### config.mk
export PLATFORM = sky130hd
export DESIGN_NAME = regfile_write_arbiter_flat
export DESIGN_NICKNAME = d
export VERILOG_FILES = /design/src/rtl/regfile_write_arbiter_if.sv /design/src/rtl/regfile_write_arbiter.sv /design/src/flat_wrapper.sv
export SDC_FILE = /design/constraint.sdc
export NUM_CORES = 1
export LEC_CHECK = 0
export ABC_AREA = 1
export CAP_MARGIN = 20
export CORE_MARGIN = 1.5
export CORE_UTILIZATION = 51
export CTS_BUF_LIST = sky130_fd_sc_hd__clkbuf_4
export DETAILED_ROUTE_END_ITERATION = 12
export PLACE_DENSITY = 0.88
export SLEW_MARGIN = 20
export SYNTH_ARGS = -nofsm -noshare
export SYNTH_HDL_FRONTEND = slang
export SYNTH_SLANG_ARGS = --single-unit
### constraint.sdc
create_clock -name Clk -period 5.8 [get_ports Clk]
set_clock_uncertainty 0.15 [all_clocks]
set_input_delay 1.74 -clock Clk [delete_from_list [all_inputs] [get_ports Clk]]
set_output_delay 1.74 -clock Clk [all_outputs]
set_load 0.02 [all_outputs]
### src/rtl/regfile_write_arbiter_if.sv
// Writeback bundle between the two result sources (ALU = s0, load = s1) and the write-port arbiter.
// Sources own valid/reg/data; the arbiter owns the ready grants.
interface regfile_write_arbiter_if #(
  parameter int DATA_W = 32,
  parameter int ADDR_W = 5
);
  logic              s0_valid;
  logic [ADDR_W-1:0] s0_reg;
  logic [DATA_W-1:0] s0_data;
  logic              s0_ready;
  logic              s1_valid;
  logic [ADDR_W-1:0] s1_reg;
  logic [DATA_W-1:0] s1_data;
  logic              s1_ready;

  modport master (
    output s0_valid, s0_reg, s0_data, s1_valid, s1_reg, s1_data,
    input  s0_ready, s1_ready
  );

  modport slave (
    input  s0_valid, s0_reg, s0_data, s1_valid, s1_reg, s1_data,
    output s0_ready, s1_ready
  );
endinterface

### src/rtl/regfile_write_arbiter.sv
// Arbitrates ALU/load writeback onto the single register-file write port (1-cycle registered port)
// and keeps a per-register busy scoreboard for RAW stalls; a stalled source is held off via ready.
module regfile_write_arbiter #(
  parameter int DATA_W     = 32,
  parameter int ADDR_W     = 5,
  parameter bit FIXED_PRIO = 1'b0
) (
  input  logic              Clk,
  input  logic              Reset,
  regfile_write_arbiter_if.slave wbIf,
  input  logic              alloc_valid,
  input  logic [ADDR_W-1:0] alloc_reg,
  input  logic              flush,
  input  logic [ADDR_W-1:0] rs_addr,
  input  logic [ADDR_W-1:0] rt_addr,
  output logic              rs_busy,
  output logic              rt_busy,
  output logic              RegWrite,
  output logic [ADDR_W-1:0] WriteRegister,
  output logic [DATA_W-1:0] WriteData
);

  localparam int NREG = 2**ADDR_W;

  logic              lastGrant;
  logic              grant0;
  logic              grant1;
  logic              xfer;
  logic [ADDR_W-1:0] xferReg;
  logic [DATA_W-1:0] xferData;
  logic [NREG-1:0]   busyVec;
  logic [NREG-1:0]   busyNext;

  // lastGrant==0 means source 0 won most recently, so under contention source 1 is next.
  always_comb begin
    grant0 = 1'b0;
    grant1 = 1'b0;
    if (!Reset) begin
      if (wbIf.s0_valid && wbIf.s1_valid) begin
        if (FIXED_PRIO || !lastGrant) grant1 = 1'b1;
        else                          grant0 = 1'b1;
      end else begin
        grant0 = wbIf.s0_valid;
        grant1 = wbIf.s1_valid;
      end
    end
  end

  assign wbIf.s0_ready = grant0;
  assign wbIf.s1_ready = grant1;
  assign xfer     = grant0 | grant1;
  assign xferReg  = grant1 ? wbIf.s1_reg  : wbIf.s0_reg;
  assign xferData = grant1 ? wbIf.s1_data : wbIf.s0_data;

  // Set after clear so a re-allocation racing the retiring write keeps the register busy.
  always_comb begin
    busyNext = busyVec;
    if (xfer) busyNext[xferReg] = 1'b0;
    if (alloc_valid && (alloc_reg != '0)) busyNext[alloc_reg] = 1'b1;
    if (flush) busyNext = '0;
  end

  assign rs_busy = busyVec[rs_addr];
  assign rt_busy = busyVec[rt_addr];

  always_ff @(posedge Clk) begin
    if (Reset) begin
      lastGrant     <= 1'b1;
      busyVec       <= '0;
      RegWrite      <= 1'b0;
      WriteRegister <= '0;
      WriteData     <= '0;
    end else begin
      busyVec  <= busyNext;
      RegWrite <= xfer && (xferReg != '0);
      if (xfer) lastGrant <= grant1;
      if (xfer && (xferReg != '0)) begin
        WriteRegister <= xferReg;
        WriteData     <= xferData;
      end
    end
  end

endmodule

### src/flat_wrapper.sv
// flat-port wrapper written by rule: the top's interface ports become plain ports
module regfile_write_arbiter_flat 
#(
  parameter int DATA_W     = 32,
  parameter int ADDR_W     = 5,
  parameter bit FIXED_PRIO = 1'b0
)
  (Clk, Reset, alloc_valid, alloc_reg, flush, rs_addr, rt_addr, rs_busy, rt_busy, RegWrite, WriteRegister, WriteData, wbIf_s0_valid, wbIf_s0_reg, wbIf_s0_data, wbIf_s1_valid, wbIf_s1_reg, wbIf_s1_data, wbIf_s0_ready, wbIf_s1_ready);
  regfile_write_arbiter_if #(.DATA_W(DATA_W), .ADDR_W(ADDR_W)) wbIf_i ();
  input  logic Clk;
  input  logic Reset;
  input  logic alloc_valid;
  input  logic [ADDR_W-1:0] alloc_reg;
  input  logic flush;
  input  logic [ADDR_W-1:0] rs_addr;
  input  logic [ADDR_W-1:0] rt_addr;
  output logic rs_busy;
  output logic rt_busy;
  output logic RegWrite;
  output logic [ADDR_W-1:0] WriteRegister;
  output logic [DATA_W-1:0] WriteData;
  input wire logic [$bits(wbIf_i.s0_valid)-1:0] wbIf_s0_valid;
  input wire logic [$bits(wbIf_i.s0_reg)-1:0] wbIf_s0_reg;
  input wire logic [$bits(wbIf_i.s0_data)-1:0] wbIf_s0_data;
  input wire logic [$bits(wbIf_i.s1_valid)-1:0] wbIf_s1_valid;
  input wire logic [$bits(wbIf_i.s1_reg)-1:0] wbIf_s1_reg;
  input wire logic [$bits(wbIf_i.s1_data)-1:0] wbIf_s1_data;
  output wire logic [$bits(wbIf_i.s0_ready)-1:0] wbIf_s0_ready;
  output wire logic [$bits(wbIf_i.s1_ready)-1:0] wbIf_s1_ready;
  assign wbIf_i.s0_valid = wbIf_s0_valid;
  assign wbIf_i.s0_reg = wbIf_s0_reg;
  assign wbIf_i.s0_data = wbIf_s0_data;
  assign wbIf_i.s1_valid = wbIf_s1_valid;
  assign wbIf_i.s1_reg = wbIf_s1_reg;
  assign wbIf_i.s1_data = wbIf_s1_data;
  assign wbIf_s0_ready = wbIf_i.s0_ready;
  assign wbIf_s1_ready = wbIf_i.s1_ready;
  regfile_write_arbiter #(.DATA_W(DATA_W), .ADDR_W(ADDR_W), .FIXED_PRIO(FIXED_PRIO)) u_core (.Clk(Clk), .Reset(Reset), .wbIf(wbIf_i), .alloc_valid(alloc_valid), .alloc_reg(alloc_reg), .flush(flush), .rs_addr(rs_addr), .rt_addr(rt_addr), .rs_busy(rs_busy), .rt_busy(rt_busy), .RegWrite(RegWrite), .WriteRegister(WriteRegister), .WriteData(WriteData));
endmodule
==> results.yml, run 1 <==
outcome:
  run_status: "finished clean"
yosys:
  yosys_most_used_dff: "dfxtp_1"
  ys_async_sr_fraction_pct: 0
  netlist-cell-type-count: 27
  mappedNetlistNets: 790
  synthesis.yosys.warnings: 0
  syn-instance-count: 695
  ys_seq_area_share_pct: 34.4
  syn-cell-area_um2: 4140
  postSynthRegisterBits: 71
  synth_enable_flop_cells: 0
  avgSynthCellArea_um2: 5.95
sta:
  timing.final.ws_setup_ps: 165
  max_slew.worst_pin.slew_ps: 987
  min_period_over_period_pct: 97.2
  slew_viol_final: 0
  finalSetupViolCount: 0
  maxSlewHeadroom_pct: 33.7
  layout_min_cycle_time_ps: 5630
  fmax_mhz: 177
  finalHoldViolCount: 0
  grt_setup_unrepaired: "no"
  finalSetupTns_ps: 0
power:
  p_leak_nw: 2.43
  power.density_cell_area_nw_per_um2: 217
  peakVddDrop_mv: 0.134
route:
  drt_iter0_markers: 308
  wl_per_cell_um: 14.5
  drt_wl_total_um: 13400
  vias: 4946
  drtPass1Iterations: 5
  postRouteAntennaNets: 0
  detail_route.drc_violations: 0
  post_drt_via_cell_ratio: 5.34
layout:
  finish.utilization_pct: 73.5
  fillCellCount: 652
  nets: 915
  synthToLayoutAreaGrowth_pct: 38.8
  register_area_um2: 1420
  final_layout_size_suffix_gt1_share_pct: 5.33
  number_of_antenna_repair_diodes: 0
  area_used_by_multi_input_combinational_logic_um2: 2430
grt:
  grt_pass1_wl_um: 21600
  gr-usage-met1_pct: 37.0
  global_route.overflow_total: 0
  antenna_violations_before_repair: 0
  grtUsageMet3_pct: 8.46
  grt.busiest_layer: "met2"
  grt_start_max_net_pins: 41
  globalRouteTotalUtil_pct: 31.8
  groute.layer.met2.usage_pct: 55.2
  grt_pass1_vias: 4631
placement:
  gpl_congestion: 1.01
  dp.final_hpwl_um: 10200
  io_buffer_count: 136
  preCtsSetupSlack_ps: 177
clock_tree:
  cts_made_buffers: 9
  source_to_sink_clock_delay_at_the_later_pin_of_the_worst_skew_pair_ps: 410
  cts.root.buffer_cell: "clkbuf_4"
  clkSlewWorstSetupHoldPaths_ps: 130
  cts_hold_repair.buffers: 0
  cts_buffer_depth: 2
  cts.htree.levels: 3
  cts_tree: "built"
  cts_num_sinks: 71
setup_path:
  setup.worst_path.start: "rt_addr[1]"
  critical_path.endpoint_type: "primary output"
  cp_max_fo: 9
  worstPathRequired_ps: 3910
  r2r_setup_slack_ps: 3240
  crit_path_start_kind: "input port"
  critPathKind: "in2out"
  rr_startpoint: "u_core.lastGrant$_SDFFE_PP1N_"
  crit_arrival_ps: 3740
floorplanning:
  dieHeight_um: 93.1
  io_pins: 137
  die_width_um: 93.1
  placementRows: 32
  initial_utilization_pct: 53.0
  die_area_um2: 8660
  placeableCoreArea_um2: 7810
min_path:
  holdCritStartpoint: "u_core.WriteRegister[0]$_SDFFE_PP0P_"
  hp-class: "reg2reg"
job:
  number_of_violations_of_the_max_capacitance_limit: 0
-- sequential cells by signal, summed over array words and instances, names as in the netlist --
signal                count
u_core.lastGrant          1
u_core.RegWrite           1
u_core.WriteData         32
u_core.busyVec           32
u_core.WriteRegister      5
-- layer usage --
| layer | vias up | part of all wire, % |
|---|---|---|
| met5 | - | 0 |
| met4 | 0 | 3.4 |
| met3 | 48 | 10 |
| met1 | 2192 | 39 |
| met2 | 273 | 47 |
| li1 | 2433 | - |
-- cell usage after synthesis (2+ instances only) --
master    instances  area share [%]
nor2_2            2            0.30
o21ai_0           9             1.1
nor2_1           92             8.3
inv_1            30             2.7
nor3_1           10             1.2
nand2_2           3            0.45
o31ai_1           6             1.1
inv_2             5            0.45
nand3b_1         32             5.8
clkbuf_1         24             2.2
buf_6             3            0.82
dfxtp_1          71              34
nor2_4            3            0.82
a21oi_1          46             5.6
o21ai_1           2            0.24
buf_2             4            0.48
nand2_1         313              28
nand3_1          31             3.8
-- layout make-up --
cell class	instances	area share [%]
clock buffer	10	1.31
sequential	71	24.8
inverter	36	2.42
timing repair buffer	145	25.0
clock inverter	6	1.90
tap	102	2.22
timing repair inverter	1	0.131
multi-input combinational	556	42.3
-- worst paths after layout --
| kind | endpoint | cells after the start |
|---|---|---|
| worst min-delay path | u_core.WriteRegister[0]$_SDFFE_PP0P_ | 2 |
| worst max-delay path | rt_busy | 10 |
| worst max register to register | u_core.WriteData[13]$_SDFFE_PP0P_ | 10 |
| worst min register to register | u_core.WriteRegister[0]$_SDFFE_PP0P_ | 2 |
-- power by group --
group          total (W)  switching, W  internal [W]
Combinational   0.000318      0.000169      0.000149
Sequential      0.000524     0.0000128      0.000511
Clock           0.000405      0.000183      0.000222
Total            0.00125      0.000365      0.000882
-- stage by stage --
step | total power [W] | hold slack, ps | instance area, um2 | instances
2_1_floorplan | 0.000697 | 296 | 4140 | 695
6_report | 0.00125 | 332 | 5740 | 927
4_1_cts | 0.00125 | 337 | 5720 | 926
3_5_place_dp | 0.000849 | 319 | 5540 | 910
3_3_place_gp | 0.000843 | 307 | 5530 | 909
5_1_grt | 0.00130 | 358 | 5740 | 927
-- timing repair --
item / in CTS / in global routing
resized for setup: 0 / 4
setup endpoints to repair: 0 / 1
buffers inserted: 0 / 0
-- cell usage in the layout, fill, tap and decap left out, types with 2 or more instances in the layout --
cell type	instances
clkdlybuf4s50_1	135
dfxtp_1	71
clkinvlp_4	4
bufinv_16	3
nor2_4	3
nand2_2	3
inv_2	5
o21ai_1	2
buf_4	7
nor3_1	10
o21ai_0	9
nor2_2	2
nand2_1	313
a21oi_1	46
nand3_1	31
clkbuf_4	10
nand3b_1	32
clkinv_1	2
nor2_1	92
inv_1	29
o31ai_1	6
-- worst max-delay path: stages --
cell and delay (ps):
clkdlybuf4s50_1 670, inv_1 170, nand3_1 110, nand2_1 60
a21oi_1 140, o31ai_1 100, nand2_1 70, nand2_1 50
nand2_1 60, clkdlybuf4s50_1 590
-- kinds of logic after synthesis --
family | synth area share, %
DFF | 34.4
buffers and inverters | 6.93
AOI/OAI and AO/OA | 8.95
and+or+nand+nor | 49.8
No activity file was read; power rests on OpenSTA's default activity.
==> inputs of run 2 (changes only) <==
Settings changed: CTS_CLUSTER_SIZE set to 8.
==> results of run 2 <==
No change in the layout: final DEF, timing and power equal those of run 1.
==> variant 1 (flow settings as in run 1) <==
`ADDR_W` is set to 5 in 3 places; all go to 3.
--- a/src/rtl/regfile_write_arbiter_if.sv
+++ b/src/rtl/regfile_write_arbiter_if.sv
@@ -2,7 +2,7 @@
 // Sources own valid/reg/data; the arbiter owns the ready grants.
 interface regfile_write_arbiter_if #(
   parameter int DATA_W = 32,
-  parameter int ADDR_W = 5
+  parameter int ADDR_W = 3
 );
   logic              s0_valid;
   logic [ADDR_W-1:0] s0_reg;
--- a/src/rtl/regfile_write_arbiter.sv
+++ b/src/rtl/regfile_write_arbiter.sv
@@ -2,7 +2,7 @@
 // and keeps a per-register busy scoreboard for RAW stalls; a stalled source is held off via ready.
 module regfile_write_arbiter #(
   parameter int DATA_W     = 32,
-  parameter int ADDR_W     = 5,
+  parameter int ADDR_W     = 3,
   parameter bit FIXED_PRIO = 1'b0
 ) (
   input  logic              Clk,
--- a/src/flat_wrapper.sv
+++ b/src/flat_wrapper.sv
@@ -2,7 +2,7 @@
 module regfile_write_arbiter_flat 
 #(
   parameter int DATA_W     = 32,
-  parameter int ADDR_W     = 5,
+  parameter int ADDR_W     = 3,
   parameter bit FIXED_PRIO = 1'b0
 )
   (Clk, Reset, alloc_valid, alloc_reg, flush, rs_addr, rt_addr, rs_busy, rt_busy, RegWrite, WriteRegister, WriteData, wbIf_s0_valid, wbIf_s0_reg, wbIf_s0_data, wbIf_s1_valid, wbIf_s1_reg, wbIf_s1_data, wbIf_s0_ready, wbIf_s1_ready);
Interface: changed (6 resized); port bits go from 137 to 125. No check against the original RTL was run, so the function may have changed too.
==> variant 1 against run 1 <==
Setup slack better by 300 ps. Largest cell class unchanged. Final area is 31% lower. Critical path type unchanged. Highest routed layer unchanged. Synthesized area is 35% lower. Clock power is 52% lower. Power is 33% lower. Combinational power is 9.7% lower. Routed wire length is 45% lower. Sequential cell count is 26 lower. Sequential power is 33% lower.
==> variant 1: results (changes against run 1) <==
- The number of buffers created by CTS is 5 (-4).
- The number of iterations in the first detailed-routing pass came to 4 (-1).
- The run finished with clean final reports.
- The sum of net half-perimeters after detailed placement came to 5538 µm (-46%).
- The number of cells traversed by the worst register-to-register path is 9 (-1).
- The number of nets in the synthesized netlist came to 523 (-34%).
- The commonest cells after synthesis are sky130_fd_sc_hd__nand2_1 (162), sky130_fd_sc_hd__nor2_1 (47), sky130_fd_sc_hd__dfxtp_1 (45).
- The H-tree level count is 2 (-1).
- The setup slack at placement is 473.1 ps (+296.0 ps).
- The worst hold slack after final layout is 330.4 ps (-1.389 ps).
- The global-route met3 utilization is 6.878% (-1.6 points).
- The weighted congestion reported at the end of routability-driven placement is 0.8736 (-14%).
- The clock latency of the later-clocked register in the worst-skew pair is 360 ps (-50 ps).
- The synthesized-area fraction occupied by ao, oa, aoi and oai cells is 6.399% (-2.6 points).
- The share of the yosys chip area belonging to registers came to 33.63% (-0.73 points).
- The leakage dissipation is 1.864 nW (-23%).
- The cell count after placement is 614 (-33%).
- The pin count of the biggest net entering global routing is 40 (-2.4%).
- The largest registers in the layout are u_core.WriteData: 32 flops, u_core.busyVec: 8 flops, u_core.WriteRegister: 3 flops.
- The via count is 3,021 (-39%).
- The fraction of layout instances using a drive strength above 1 came to 13.41% (+8.1 points).
- The number of global-route vias before repair is 2,769 (-40%).
- The cell count after synthesis is 438 (-37%).
- The average vias per placed instance came to 4.857 (-9.0%).
- Sorting the synthesized cells by area gives the leading types as sky130_fd_sc_hd__dfxtp_1 (34%), sky130_fd_sc_hd__nand2_1 (23%), sky130_fd_sc_hd__nand3_1 (6.7%).
variant 1: area by class of cell:
type	instances	area, µm²	area share [%]
clock buffer	5	37.54	0.9428
clock inverter	3	41.29	1.037
inverter	52	197.7	4.965
multi-input combinational	320	1453	36.49
sequential	45	900.9	22.63
tap	70	87.58	2.200
timing repair buffer	127	1264	31.74
variant 1: worst max-delay path by stage:
stage                     from       to  slack (ps)  cells past startpoint
global placement    rs_addr[0]  rs_busy         550                      7
CTS                 rs_addr[0]  rs_busy         470                      7
floorplan           rs_addr[0]  rs_busy        1500                      5
finish              rs_addr[0]  rs_busy         470                      7
global route        rt_addr[0]  rt_busy         360                      6
detailed placement  rs_addr[0]  rs_busy         470                      7
variant 1: per-layer routing:
metal | up-vias | share of wire, %
met4 | 0 | 2.4
met2 | 90 | 54
li1 | 1563 | -
met3 | 14 | 5.9
met1 | 1354 | 38
met5 | - | 0
variant 1: power breakdown:
group,switching [W],internal (W)
clock network,0.000107,0.0000893
registers,0.0000169,0.000336
logic,0.000146,0.000141
==> variant 2 (settings of run 1) <==
Made on the original files. Reset style: asynchronous (`Reset`), changed in one clocked block.
--- a/src/rtl/regfile_write_arbiter.sv
+++ b/src/rtl/regfile_write_arbiter.sv
@@ -63,7 +63,7 @@
   assign rs_busy = busyVec[rs_addr];
   assign rt_busy = busyVec[rt_addr];
 
-  always_ff @(posedge Clk) begin
+  always_ff @(posedge Clk or posedge Reset) begin
     if (Reset) begin
       lastGrant     <= 1'b1;
       busyVec       <= '0;
Behaviour: differs if Reset is asserted again (counterexample within 4 cycles, from zero or initial values and one cycle with Reset high); with Reset held inactive, the same outputs for 10 cycles.
==> variant 2 against run 1 <==
Count of clock-buffer cells in the layout stayed put. Non-clock buffer count unchanged. Setup slack better by 53 ps. Synthesized area grew 4.1%. Routed wire length up 6.5%. Sequential cell count unchanged. Critical path depth unchanged. First-iteration DRC count shrank 0.65%. Highest routed layer unchanged. Die area increased by 4.0%. Final area increased by 3.0%. Power rose by 6.0%.
==> variant 2: results (changes against run 1) <==
- The global-route wire length before repair is 23,000 µm (+6.4%).
- The post-layout net count is 897 (-2.0%).
- The pin count of the biggest net entering global routing came to 72 (+76%).
- The sum of met3 wire segment lengths after detailed routing was 1115 µm (-17%).
- The number of global-route vias before repair is 4,863 (+5.0%).
- The weighted congestion reported at the end of routability-driven placement is 0.9154 (-9.4%).
- The met2 usage was 56.61% (+1.4 points).
- The peak fanout along the critical path is 12 (+3).
- The most used flip-flop cell after synthesis is sky130_fd_sc_hd__dfrtp_1.
- The non-filler instance count after layout came to 912 (-1.6%).
- The sum of net half-perimeters after detailed placement is 10,650 µm (+4.1%).
- The delay contributed by the slowest stage of the critical path is 600 ps (-70 ps).
- The worst min-delay path endpoint is u_core.WriteData[18]$_DFFE_PP0P_.
- The worst slew margin relative to its limit was 40.42% (+6.8 points).
- The portion of the layout cell area used by non-clock buffers is 24.13% (-0.82 points).
- The fraction of registers with async set/reset is 100.0% (+100 points).
- The met1 routed wirelength after detailed routing came to 5748 µm (+8.6%).
- The flip-flop and latch area is 1778 µm² (+25%).
- The share of the yosys chip area belonging to registers is 41.27% (+6.9 points).
- The synthesized-area fraction occupied by ao, oa, aoi and oai cells is 4.938% (-4.0 points).
- The multi-input combinational cell count is 538 (-3.2%).
- In the post-synthesis netlist, the biggest area contributors are sky130_fd_sc_hd__dfrtp_1 (41%), sky130_fd_sc_hd__nand2_1 (32%), sky130_fd_sc_hd__nand3_1 (11%).
- The share of Yosys cell area claimed by the top area cell type is 40.66% (+6.3 points).
- The met2 wire length is 7016 µm (+11%).
- The count of routing violations after the opening detailed-route iteration is 306 (-0.65%).
- The average wire per standard cell is 15.68 µm (+8.2%).
- The met1 track demand over resource in global routing is 40.60% (+3.6 points).
- The data arrival time of the worst path is 3690 ps (-50 ps).
- The flow ran to the end, and the final reports show no timing, DRC or antenna violations.
- The number of nets in the synthesized netlist is 769 (-2.7%).
- The count of different cell masters after synthesis came to 25 (-7.4%).
- The cell count after synthesis is 674 (-3.0%).
- The global-route met3 utilization is 8.535% (+0.079 points).
- The clock input transition at the sequential cells of the worst setup and hold paths is 110 ps (-20 ps).
- The peak ir drop on the vdd network is 0.0001959 V (+47%).
- The largest registers in the layout are u_core.WriteData: 32 flops, u_core.busyVec: 32 flops, u_core.WriteRegister: 5 flops.
- The startpoint of the lowest-slack hold path is u_core.WriteData[18]$_DFFE_PP0P_.
- The total die area is 9007 µm² (+4.0%).
- The leakage dissipation is 2.854 nW (+17%).
- The worst setup slack for register-to-register paths came to 2740 ps (-500 ps).
- The worst hold slack after final layout was 336.0 ps (+4.144 ps).
- The global router's overall resource usage is 33.53% (+1.7 points).
- The setup slack at placement came to 170.8 ps (-6.277 ps).
- The average vias per placed instance came to 5.440 (+2.0%).
- The multi-input logic portion of the cell area is 38.38% (-3.9 points).
- The number of cells traversed by the worst register-to-register path is 11 (+1).
- The placed standard-cell area is 5742 µm² (+3.7%).
- Sorting the synthesized cells by how often they occur yields sky130_fd_sc_hd__nand2_1 (370), sky130_fd_sc_hd__nand3_1 (97), sky130_fd_sc_hd__dfrtp_1 (70).
==> variant 2: worst max path at each step <==
stage | startpoint | to | slack (ps) | cells after the start
after floorplan | Reset | wbIf_s1_ready | 550 | 4
after global placement | rs_addr[0] | rs_busy | 200 | 10
after detailed placement | rs_addr[0] | rs_busy | 170 | 10
after CTS | rs_addr[0] | rs_busy | 170 | 10
after global routing | rt_addr[0] | rt_busy | 70 | 10
final | rt_addr[0] | rt_busy | 220 | 10
==> variant 2: cell families after synthesis <==
logic type / after synthesis
AO/OA/AOI/OAI: 41
buffers and inverters: 65
AND/OR/NAND/NOR: 497
flip-flops: 71
==> variant 2: report_power, final <==
group          switching, W  internal [W]  total (W)
Clock              0.000185      0.000178   0.000364
Combinational      0.000219      0.000176   0.000395
Sequential        0.0000257      0.000537   0.000563
Total              0.000430      0.000892    0.00132
==> variant 2: what timing repair did <==
item,CTS,global route
hold buffers,0,0
endpoints found under the hold margin,0,0
endpoints found under the setup margin,0,1
resized for setup,0,3
